--- config.mk ---
export PLATFORM = sky130hd
export DESIGN_NAME = secded_mem_engine
export DESIGN_NICKNAME = d
export VERILOG_FILES = /design/src/rtl/secded_mem_engine.sv
export SDC_FILE = /design/constraint.sdc
export NUM_CORES = 1
export LEC_CHECK = 0
export ABC_AREA = 1
export CORE_MARGIN = 1
export CORE_UTILIZATION = 60
export DETAILED_ROUTE_END_ITERATION = 10
export GPL_TIMING_DRIVEN = 0
export PLACE_DENSITY = 0.93
export SYNTH_ARGS = -nofsm -noshare
export SYNTH_HDL_FRONTEND = slang
export SYNTH_SLANG_ARGS = --single-unit
--- constraint.sdc ---
create_clock -name clk -period 7.5 [get_ports clk]
set_clock_uncertainty 0.1 [all_clocks]
set_input_delay 1.5 -clock clk [delete_from_list [all_inputs] [get_ports clk]]
set_output_delay 1.5 -clock clk [all_outputs]
set_load 0.1 [all_outputs]
--- src/rtl/secded_mem_engine.sv ---
// secded_mem_engine: Hamming SECDED engine acting as a byte-wide memory-bus master.
// On req it walks NUM_WORDS little-endian words from SRC_BASE, encodes (mode=0)
// or decodes/corrects (mode=1) each one and writes the result to DST_BASE.
// Ports:
//   clk, reset (async, active low)
//   req, mode          : start request / 0=encode 1=decode (latched at start)
//   mem_addr, mem_wr_en, mem_wdata, mem_rdata : memory bus, combinational read
//   busy, done         : run status
//   sgl_cnt, dbl_cnt   : saturating single/double error counts of the last decode run
module secded_mem_engine #(
  parameter int DATA_W    = 11,
  parameter int NUM_WORDS = 15,
  parameter int SRC_BASE  = 30,
  parameter int DST_BASE  = 0,
  parameter int ADDR_W    = 8
) (
  input  logic              clk,
  input  logic              reset,
  input  logic              req,
  input  logic              mode,
  output logic [ADDR_W-1:0] mem_addr,
  output logic              mem_wr_en,
  output logic [7:0]        mem_wdata,
  input  logic [7:0]        mem_rdata,
  output logic              busy,
  output logic              done,
  output logic [7:0]        sgl_cnt,
  output logic [7:0]        dbl_cnt
);

  localparam int PAR_W  = (DATA_W == 4) ? 3 : (DATA_W == 11) ? 4 : 5;
  localparam int CODE_W = 1 << PAR_W;
  localparam int BYTES  = CODE_W / 8;
  localparam logic [1:0] K_LAST = 2'(BYTES - 1);
  localparam logic [7:0] W_LAST = 8'(NUM_WORDS - 1);

  typedef enum logic [2:0] {S_IDLE, S_RD, S_PROC, S_WR, S_DONE} state_t;

  state_t            state;
  logic              mode_q;
  logic [7:0]        w;
  logic [1:0]        k;
  logic [CODE_W-1:0] word_q;
  logic [CODE_W-1:0] res_q;

  // Encoder: data bits fill the non-power-of-two positions from 3 upward,
  // then each Hamming bit covers positions with its index bit set, then p0.
  logic [CODE_W-1:0] enc;
  always_comb begin
    int  eidx;
    logic p;
    enc  = '0;
    eidx = 0;
    p    = 1'b0;
    for (int i = 1; i < CODE_W; i++) begin
      if ((i & (i - 1)) != 0) begin
        enc[i] = word_q[eidx];
        eidx++;
      end
    end
    for (int j = 0; j < PAR_W; j++) begin
      p = 1'b0;
      for (int i = 1; i < CODE_W; i++)
        if (i[j]) p ^= enc[i];
      enc[1 << j] = p;
    end
    enc[0] = ^enc[CODE_W-1:1];
  end

  // Decoder: syndrome picks the bit to flip when overall parity is odd;
  // s=0 with odd parity lands on p0, which is harmless to flip.
  logic [PAR_W-1:0]  syn;
  logic              ov;
  logic [CODE_W-1:0] cor;
  logic [DATA_W-1:0] dec_data;
  logic [CODE_W-1:0] dec;
  always_comb begin
    int didx;
    syn = '0;
    for (int i = 1; i < CODE_W; i++)
      if (word_q[i]) syn ^= i[PAR_W-1:0];
    ov  = ^word_q;
    cor = word_q;
    if (ov) cor[syn] = ~word_q[syn];
    dec_data = '0;
    didx     = 0;
    for (int i = 1; i < CODE_W; i++) begin
      if ((i & (i - 1)) != 0) begin
        dec_data[didx] = cor[i];
        didx++;
      end
    end
    dec               = '0;
    dec[DATA_W-1:0]   = dec_data;
    dec[CODE_W-1]     = ~ov & (syn != '0);
    dec[CODE_W-2]     = ov;
  end

  logic [CODE_W-1:0] result;
  logic              sgl_hit, dbl_hit;
  assign result  = mode_q ? dec : enc;
  assign sgl_hit = mode_q & ov;
  assign dbl_hit = mode_q & ~ov & (syn != '0);

  function automatic logic [ADDR_W-1:0] addr_of(input int base, input logic [7:0] wi,
                                                input logic [1:0] ki);
    return ADDR_W'(base + BYTES * int'(wi) + int'(ki));
  endfunction

  // Bus outputs are registered, so every transition loads the address/data
  // the next state needs in its first cycle.
  always_ff @(posedge clk or negedge reset) begin
    if (!reset) begin
      state     <= S_IDLE;
      mode_q    <= 1'b0;
      w         <= '0;
      k         <= '0;
      word_q    <= '0;
      res_q     <= '0;
      mem_addr  <= '0;
      mem_wr_en <= 1'b0;
      mem_wdata <= '0;
      busy      <= 1'b0;
      done      <= 1'b0;
      sgl_cnt   <= '0;
      dbl_cnt   <= '0;
    end else begin
      case (state)
        S_IDLE, S_DONE: begin
          if (req) begin
            mode_q   <= mode;
            w        <= '0;
            k        <= '0;
            sgl_cnt  <= '0;
            dbl_cnt  <= '0;
            busy     <= 1'b1;
            done     <= 1'b0;
            mem_addr <= addr_of(SRC_BASE, 8'd0, 2'd0);
            state    <= S_RD;
          end
        end
        S_RD: begin
          word_q[8*k +: 8] <= mem_rdata;
          if (k == K_LAST) begin
            k        <= '0;
            mem_addr <= '0;
            state    <= S_PROC;
          end else begin
            k        <= k + 2'd1;
            mem_addr <= addr_of(SRC_BASE, w, k + 2'd1);
          end
        end
        S_PROC: begin
          res_q     <= result;
          if (sgl_hit && sgl_cnt != 8'hFF) sgl_cnt <= sgl_cnt + 8'd1;
          if (dbl_hit && dbl_cnt != 8'hFF) dbl_cnt <= dbl_cnt + 8'd1;
          k         <= '0;
          mem_wr_en <= 1'b1;
          mem_addr  <= addr_of(DST_BASE, w, 2'd0);
          mem_wdata <= result[7:0];
          state     <= S_WR;
        end
        S_WR: begin
          if (k == K_LAST) begin
            k         <= '0;
            mem_wr_en <= 1'b0;
            mem_wdata <= '0;
            if (w == W_LAST) begin
              mem_addr <= '0;
              busy     <= 1'b0;
              done     <= 1'b1;
              state    <= S_DONE;
            end else begin
              w        <= w + 8'd1;
              mem_addr <= addr_of(SRC_BASE, w + 8'd1, 2'd0);
              state    <= S_RD;
            end
          end else begin
            k         <= k + 2'd1;
            mem_addr  <= addr_of(DST_BASE, w, k + 2'd1);
            mem_wdata <= res_q[8*int'(k + 2'd1) +: 8];
          end
        end
        default: state <= S_IDLE;
      endcase
    end
  end

endmodule

==> results of run 1 <==
==> synth_stat cells, types with 7 or more instances <==
master,number,area [um^2]
o22ai_1,8,50.1
nand3_1,61,305
o21ai_2,7,61.3
clkbuf_1,9,33.8
nand4_1,9,56.3
ha_1,19,238
xnor2_1,18,158
o21ai_0,57,285
a21oi_1,20,100
xnor2_2,7,114
dfrtp_1,73,1830
nand2_1,195,732
nor2_1,78,293
xor2_1,25,219
nand2_2,10,62.6
inv_1,91,342
==> final timing paths <==
path,startpoint,to
max in group asynchronous,reset,mem_wr_en
min in group asynchronous,reset,w[0]
hold reg to reg,mem_wdata[6],mem_wdata[6]
setup reg to reg,state[2],w[7]
setup / recovery,dbl_cnt[5],dbl_cnt[5]
hold / removal,mem_wdata[6],mem_wdata[6]
==> kinds of logic after synthesis <==
kind of cell / after synthesis
AO/OA/AOI/OAI: 109
AND/OR/NAND/NOR: 374
flip-flops: 73
XOR/XNOR: 54
adder cells (fa/ha/maj): 20
buffers and inverters: 112
==> registers in the layout, summed over array words and instances, names as in the netlist <==
signal / flops
dbl_cnt: 8
busy: 1
state: 3
mode_q: 1
word_q: 16
done: 1
mem_wdata: 8
mem_wr_en: 1
w: 8
k: 2
sgl_cnt: 8
mem_addr: 8
res_q: 8
==> power breakdown <==
group	switching [mW]	internal, mW
combinational	0.355	0.150
sequential	0.0376	0.426
clock	0.160	0.189
==> cell usage in the layout, fill, tap and decap left out, drive strengths merged, types with 2 or more instances in the layout <==
cell,synthesis,layout
nand2,205,205
inv,93,94
nor2,84,84
dfrtp,73,73
o21ai,67,67
nand3,63,63
clkdlybuf4s50,0,45
xor2,28,28
xnor2,26,26
a21oi,21,21
ha,19,19
clkbuf,9,19
buf,9,11
nand4,9,9
o22ai,8,8
or2,6,6
nor3,3,3
clkinv,1,3
a21boi,2,2
o2111ai,2,2
a31oi,2,2
a22oi,2,2
bufinv,0,2
==> layer usage <==
layer / wire length [um] / vias to the layer above
met5: 0 / -
met4: 485 / 0
met3: 864 / 55
met2: 7010 / 216
met1: 5700 / 2408
li1: - / 2487
==> final cells by class <==
class,instances,area (um^2)
tap,108,135
sequential,73,1830
inverter,94,357
fill,685,2510
clock inverter,6,90.1
multi-input combinational,557,3050
timing repair buffer,47,485
clock buffer,10,128
buffer,18,103
==> summary.txt, run 1 <==
Yosys
  – Mapped cell area: 5330 um^2
  – Synth Area in Compound Gates: 11.7%
  – Register area share after synthesis: 34.3%
  – Post-Syn Nets: 774
  – Syn Area/Cell: 7.19 um^2
  – Post-synth ARST share: 100%
  – #FFs+latches synth: 73
  – YS warnings: 0
  – Largest family of logic cells by synthesized area: simple AND/OR/NAND/NOR gates
  – XOR/XNOR Fraction of Synth Area: 10.8%
  – EDFF count, synth: 0
  – Post-synthesis simple-gate area fraction: 29.8%
  – Unique masters post-synth: 45
  – Mux contribution to synthesized area: 0%
  – Area share of fa/ha/maj cells after synthesis: 4.83%
  – Cells after Synth: 742
  – Top_reg_cell synth: dfrtp_1

Global routing
  – Met1 usage in global routing: 40.3%
  – Largest net degree at the start of global routing: 69
  – Global-route usage over all layers: 32.6%
  – Met2 GRT Util: 55.5%
  – First-pass GRT wire length: 22,800 um
  – Vias in the first global route: 4,983
  – GR Overflow Total: 0
  – GRT met3 Usage: 5.69%
  – Initial antenna violation count: 0
  – Busiest layer in global routing: met2

Clocking
  – CTS root buf: clkbuf_8
  – Postcts setup bufs: 0
  – Cts repair resizes: 0
  – CTS tree: built
  – Hold Buf Count CTS: 0
  – Clock transition at path regs: 90 ps
  – Clk Latency, worst-skew pair: 350 ps
  – # clock sinks: 73
  – H-tree depth: 3
  – CTS max path bufs: 2
  – Cts bufs inserted: 9

Setup path
  – Crit path max-delay family: buffers and inverters
  – CP Launch Type: register
  – Critical Path Max Stage Delay: 1180 ps
  – CP required: 5900 ps
  – Critical path's slowest cell: clkdlybuf4s50_1
  – CP Depth: 1
  – Cells on worst reg2reg path: 13
  – Worst-path maximum fanout: 6
  – Worst path cell trace: clkdlybuf4s50_1
  – CP Class: reg2out
  – Worst setup EP type: output port
  – Flop2flop setup slack: 4610 ps
  – WP buf/inv: 1
  – Worst path arrival time: 2000 ps

Detailed routing
  – Detailed-route DRC error count: 0
  – Antenna Nets Post-Route: 0
  – Detailed-route via count: 5,166
  – Drt pass-1 iters: 5
  – Iter 0 DRT Violations: 430
  – Avg WL per Cell: 15.4 um
  – Routed WL: 14,100 um
  – Via density: 5.66

Status
  – Outcome: complete, no violations

Cells and area
  – Nets: 832
  – Finished Layout Cells: 913
  – Share of layout cells above drive strength 1: 8.94%
  – # diodes: 0
  – Design Area, Final: 6170 um^2
  – Post-layout util: 71.1%
  – Area growth syn-to-layout: 15.7%

Min path
  – Worst hold path class: reg2reg
  – Cell depth of the worst hold path: 2

Power and ir drop
  – Power Total: 1.32 mW
  – VDD IR-drop max: 0.144 mV
  – Power Dens Cells: 214 nW/um^2
  – Pleak: 3.05 nW

Placed design
  – HPWL Detailed: 10,500 um
  – Post-Place Setup Slack: 3970 ps
  – Placed insts: 897
  – IO Port Bufs: 46
  – Post-DP Area: 5950 um^2
  – GPL Wtd Cong: 0.963

Floorplan
  – Chip Width: 96.3 um
  – Core area: 8680 um^2
  – Rows: 34
  – Die ar.: 9270 um^2
  – Number of I/O pins: 47
  – Die Y: 96.3 um
  – Initial Utilization: 61.4%

Flow run
  – Max Cap Violations: 0

STA
  – Fmax: 278 MHz
  – Relative slew slack: 30.9%
  – Fin. Hold Viols: 0
  – Final setup violating endpoints: 0
  – Period utilization: 48.0%
  – Unrepaired setup endpoints after global routing: false
  – Worst slew pin tran: 1030 ps
  – Final setup margin: 3900 ps
  – Setup_tns: 0 ps
  – Max-slew violations: 0
  – Final hold slack: 386 ps
  – Tmin final: 3600 ps
(Power assumes the default switching activity.)
==> inputs of run 2 (changes only) <==
CORE_UTILIZATION = 59   (was 60)
PLACE_DENSITY = 0.92   (was 0.93)
clock period = 3.7 ns   (was 7.5 ns; I/O delays follow)
==> run 2 against run 1 <==
First-iteration DRC count up 8.1%. Count of clock-buffer cells in the layout unchanged. Via count up 1.7%. Largest cell class unchanged. Flip-flop and latch count unchanged. Register-to-register slack worse by 3800 ps. Core utilization down 0.52 points. Die area up 1.7%. Sequential power up 100%. Highest routed layer unchanged.
==> summary.txt, run 2 (synthesis gave the netlist of run 1 again) <==
Status
  – Outcome: complete, no violations

Cells and area
  – Share of layout cells above drive strength 1: 9.07%
  – Post-layout util: 70.6%
  – Commonest non-fill, non-tap cell in the layout: nand2_1
  – Finished Layout Cells: 913
  – Reg with most FFs: word_q
  – Max reg flops: 16
  – # diodes: 0
  – Fill cells: 676
  – Area growth syn-to-layout: 15.4%
  – Most frequent cells in the layout: 195 x nand2_1, 91 x inv_1, 78 x nor2_1, 73 x dfrtp_1, 61 x nand3_1
  – Nets: 832

Global routing
  – GR Overflow Total: 0
  – Largest net degree at the start of global routing: 74
  – Vias in the first global route: 5,172
  – Initial antenna violation count: 0
  – Global-route usage over all layers: 31.3%
  – First-pass GRT wire length: 23,700 um

Placed design
  – IO Port Bufs: 46
  – GPL Wtd Cong: 0.955
  – Placed insts: 897
  – HPWL Detailed: 10,600 um

Floorplan
  – Initial Utilization: 61.1%
  – Number of I/O pins: 47
  – Core area: 8720 um^2
  – Die ar.: 9420 um^2
  – Rows: 34
  – Chip Width: 97.1 um
  – Die Y: 97.1 um

Setup path
  – CP Launch Type: register
  – R2r endpoint: w[7]
  – Worst setup EP type: output port
  – Flop2flop setup slack: 860 ps
  – Worst-path maximum fanout: 6
  – Worst path arrival time: 2050 ps
  – Cells on worst reg2reg path: 13
  – CP Class: reg2out
  – CP required: 2860 ps
  – Critical path's slowest cell: clkdlybuf4s50_1
  – Reg2Reg Launch Point: state[2]
  – Worst path cell trace: clkdlybuf4s50_1
  – Crit path max-delay family: buffers and inverters
  – CP startpoint: dbl_cnt[5]
  – WP buf/inv: 1
  – Critical Path Max Stage Delay: 1190 ps

STA
  – Period utilization: 78.2%
  – Final hold slack: 259 ps
  – Worst slew pin tran: 1010 ps
  – Final setup violating endpoints: 0
  – Setup_tns: 0 ps
  – Max-slew violations: 0
  – Tmin final: 2890 ps
  – Unrepaired setup endpoints after global routing: false
  – Relative slew slack: 32.6%
  – Fmax: 346 MHz
  – Fin. Hold Viols: 0

Power and ir drop
  – Pleak: 3.05 nW
  – Power Total: 2.62 mW
  – VDD IR-drop max: 0.312 mV
  – Power Dens Cells: 426 nW/um^2

Clocking
  – CTS tree: built
  – Clk Latency, worst-skew pair: 360 ps
  – Cts bufs inserted: 9
  – Clock transition at path regs: 90 ps
  – Postcts setup bufs: 0
  – Hold Buf Count CTS: 0
  – # clock sinks: 73
  – H-tree depth: 3
  – CTS max path bufs: 2
  – CTS root buf: clkbuf_8
  – Cts repair resizes: 0

Detailed routing
  – Detailed-route via count: 5,253
  – Antenna Nets Post-Route: 0
  – Via density: 5.75
  – Avg WL per Cell: 15.6 um
  – Routed WL: 14,300 um
  – Drt pass-1 iters: 5
  – Detailed-route DRC error count: 0
  – Iter 0 DRT Violations: 465

Min path
  – Worst hold path class: in2async

Flow run
  – Max Cap Violations: 0
-- run 2: routing by layer --
metal  global-route usage [%]  wire length [um]
met1                     37.5              5770
met2                     55.4              7110
met3                     4.17               941
met4                     14.9               436
met5                        0                 0
-- run 2: cell type report --
| type | count | area, um^2 | area share, % |
|---|---|---|---|
| Multi-Input combinational cell | 557 | 3050 | 49.5 |
| Sequential cell | 73 | 1830 | 29.7 |
| Timing Repair Buffer | 47 | 485 | 7.89 |
| Inverter | 94 | 357 | 5.79 |
| Clock buffer | 10 | 138 | 2.24 |
| Tap cell | 108 | 135 | 2.20 |
| Buffer | 18 | 103 | 1.67 |
| Clock inverter | 6 | 65.1 | 1.06 |
-- run 2: worst max-delay path by stage --
stage / end / cells past startpoint / slack, ps
floorplan: mem_addr[6] / 11 / 1360
finish: dbl_cnt[5] / 1 / 810
detailed placement: w[7] / 10 / 910
global placement: res_q[10] / 1 / -670
CTS: dbl_cnt[5] / 1 / 810
global route: w[7] / 13 / 690
-- run 2: power by group --
part | leakage (nW) | internal, mW | total (mW) | switching, mW
Sequential | 0.915 | 0.864 | 0.937 | 0.0729
Clock | 0.103 | 0.332 | 0.658 | 0.326
Combinational | 2.03 | 0.304 | 1.03 | 0.726
Total | 3.05 | 1.50 | 2.62 | 1.12
-- run 2: metrics by stage --
step	area, um^2	worst slack, ps
final	6160	806
after CTS	6160	815
after global routing	6160	687
after detailed placement	5950	908
after global placement	5930	-672
after floorplan	5330	1360
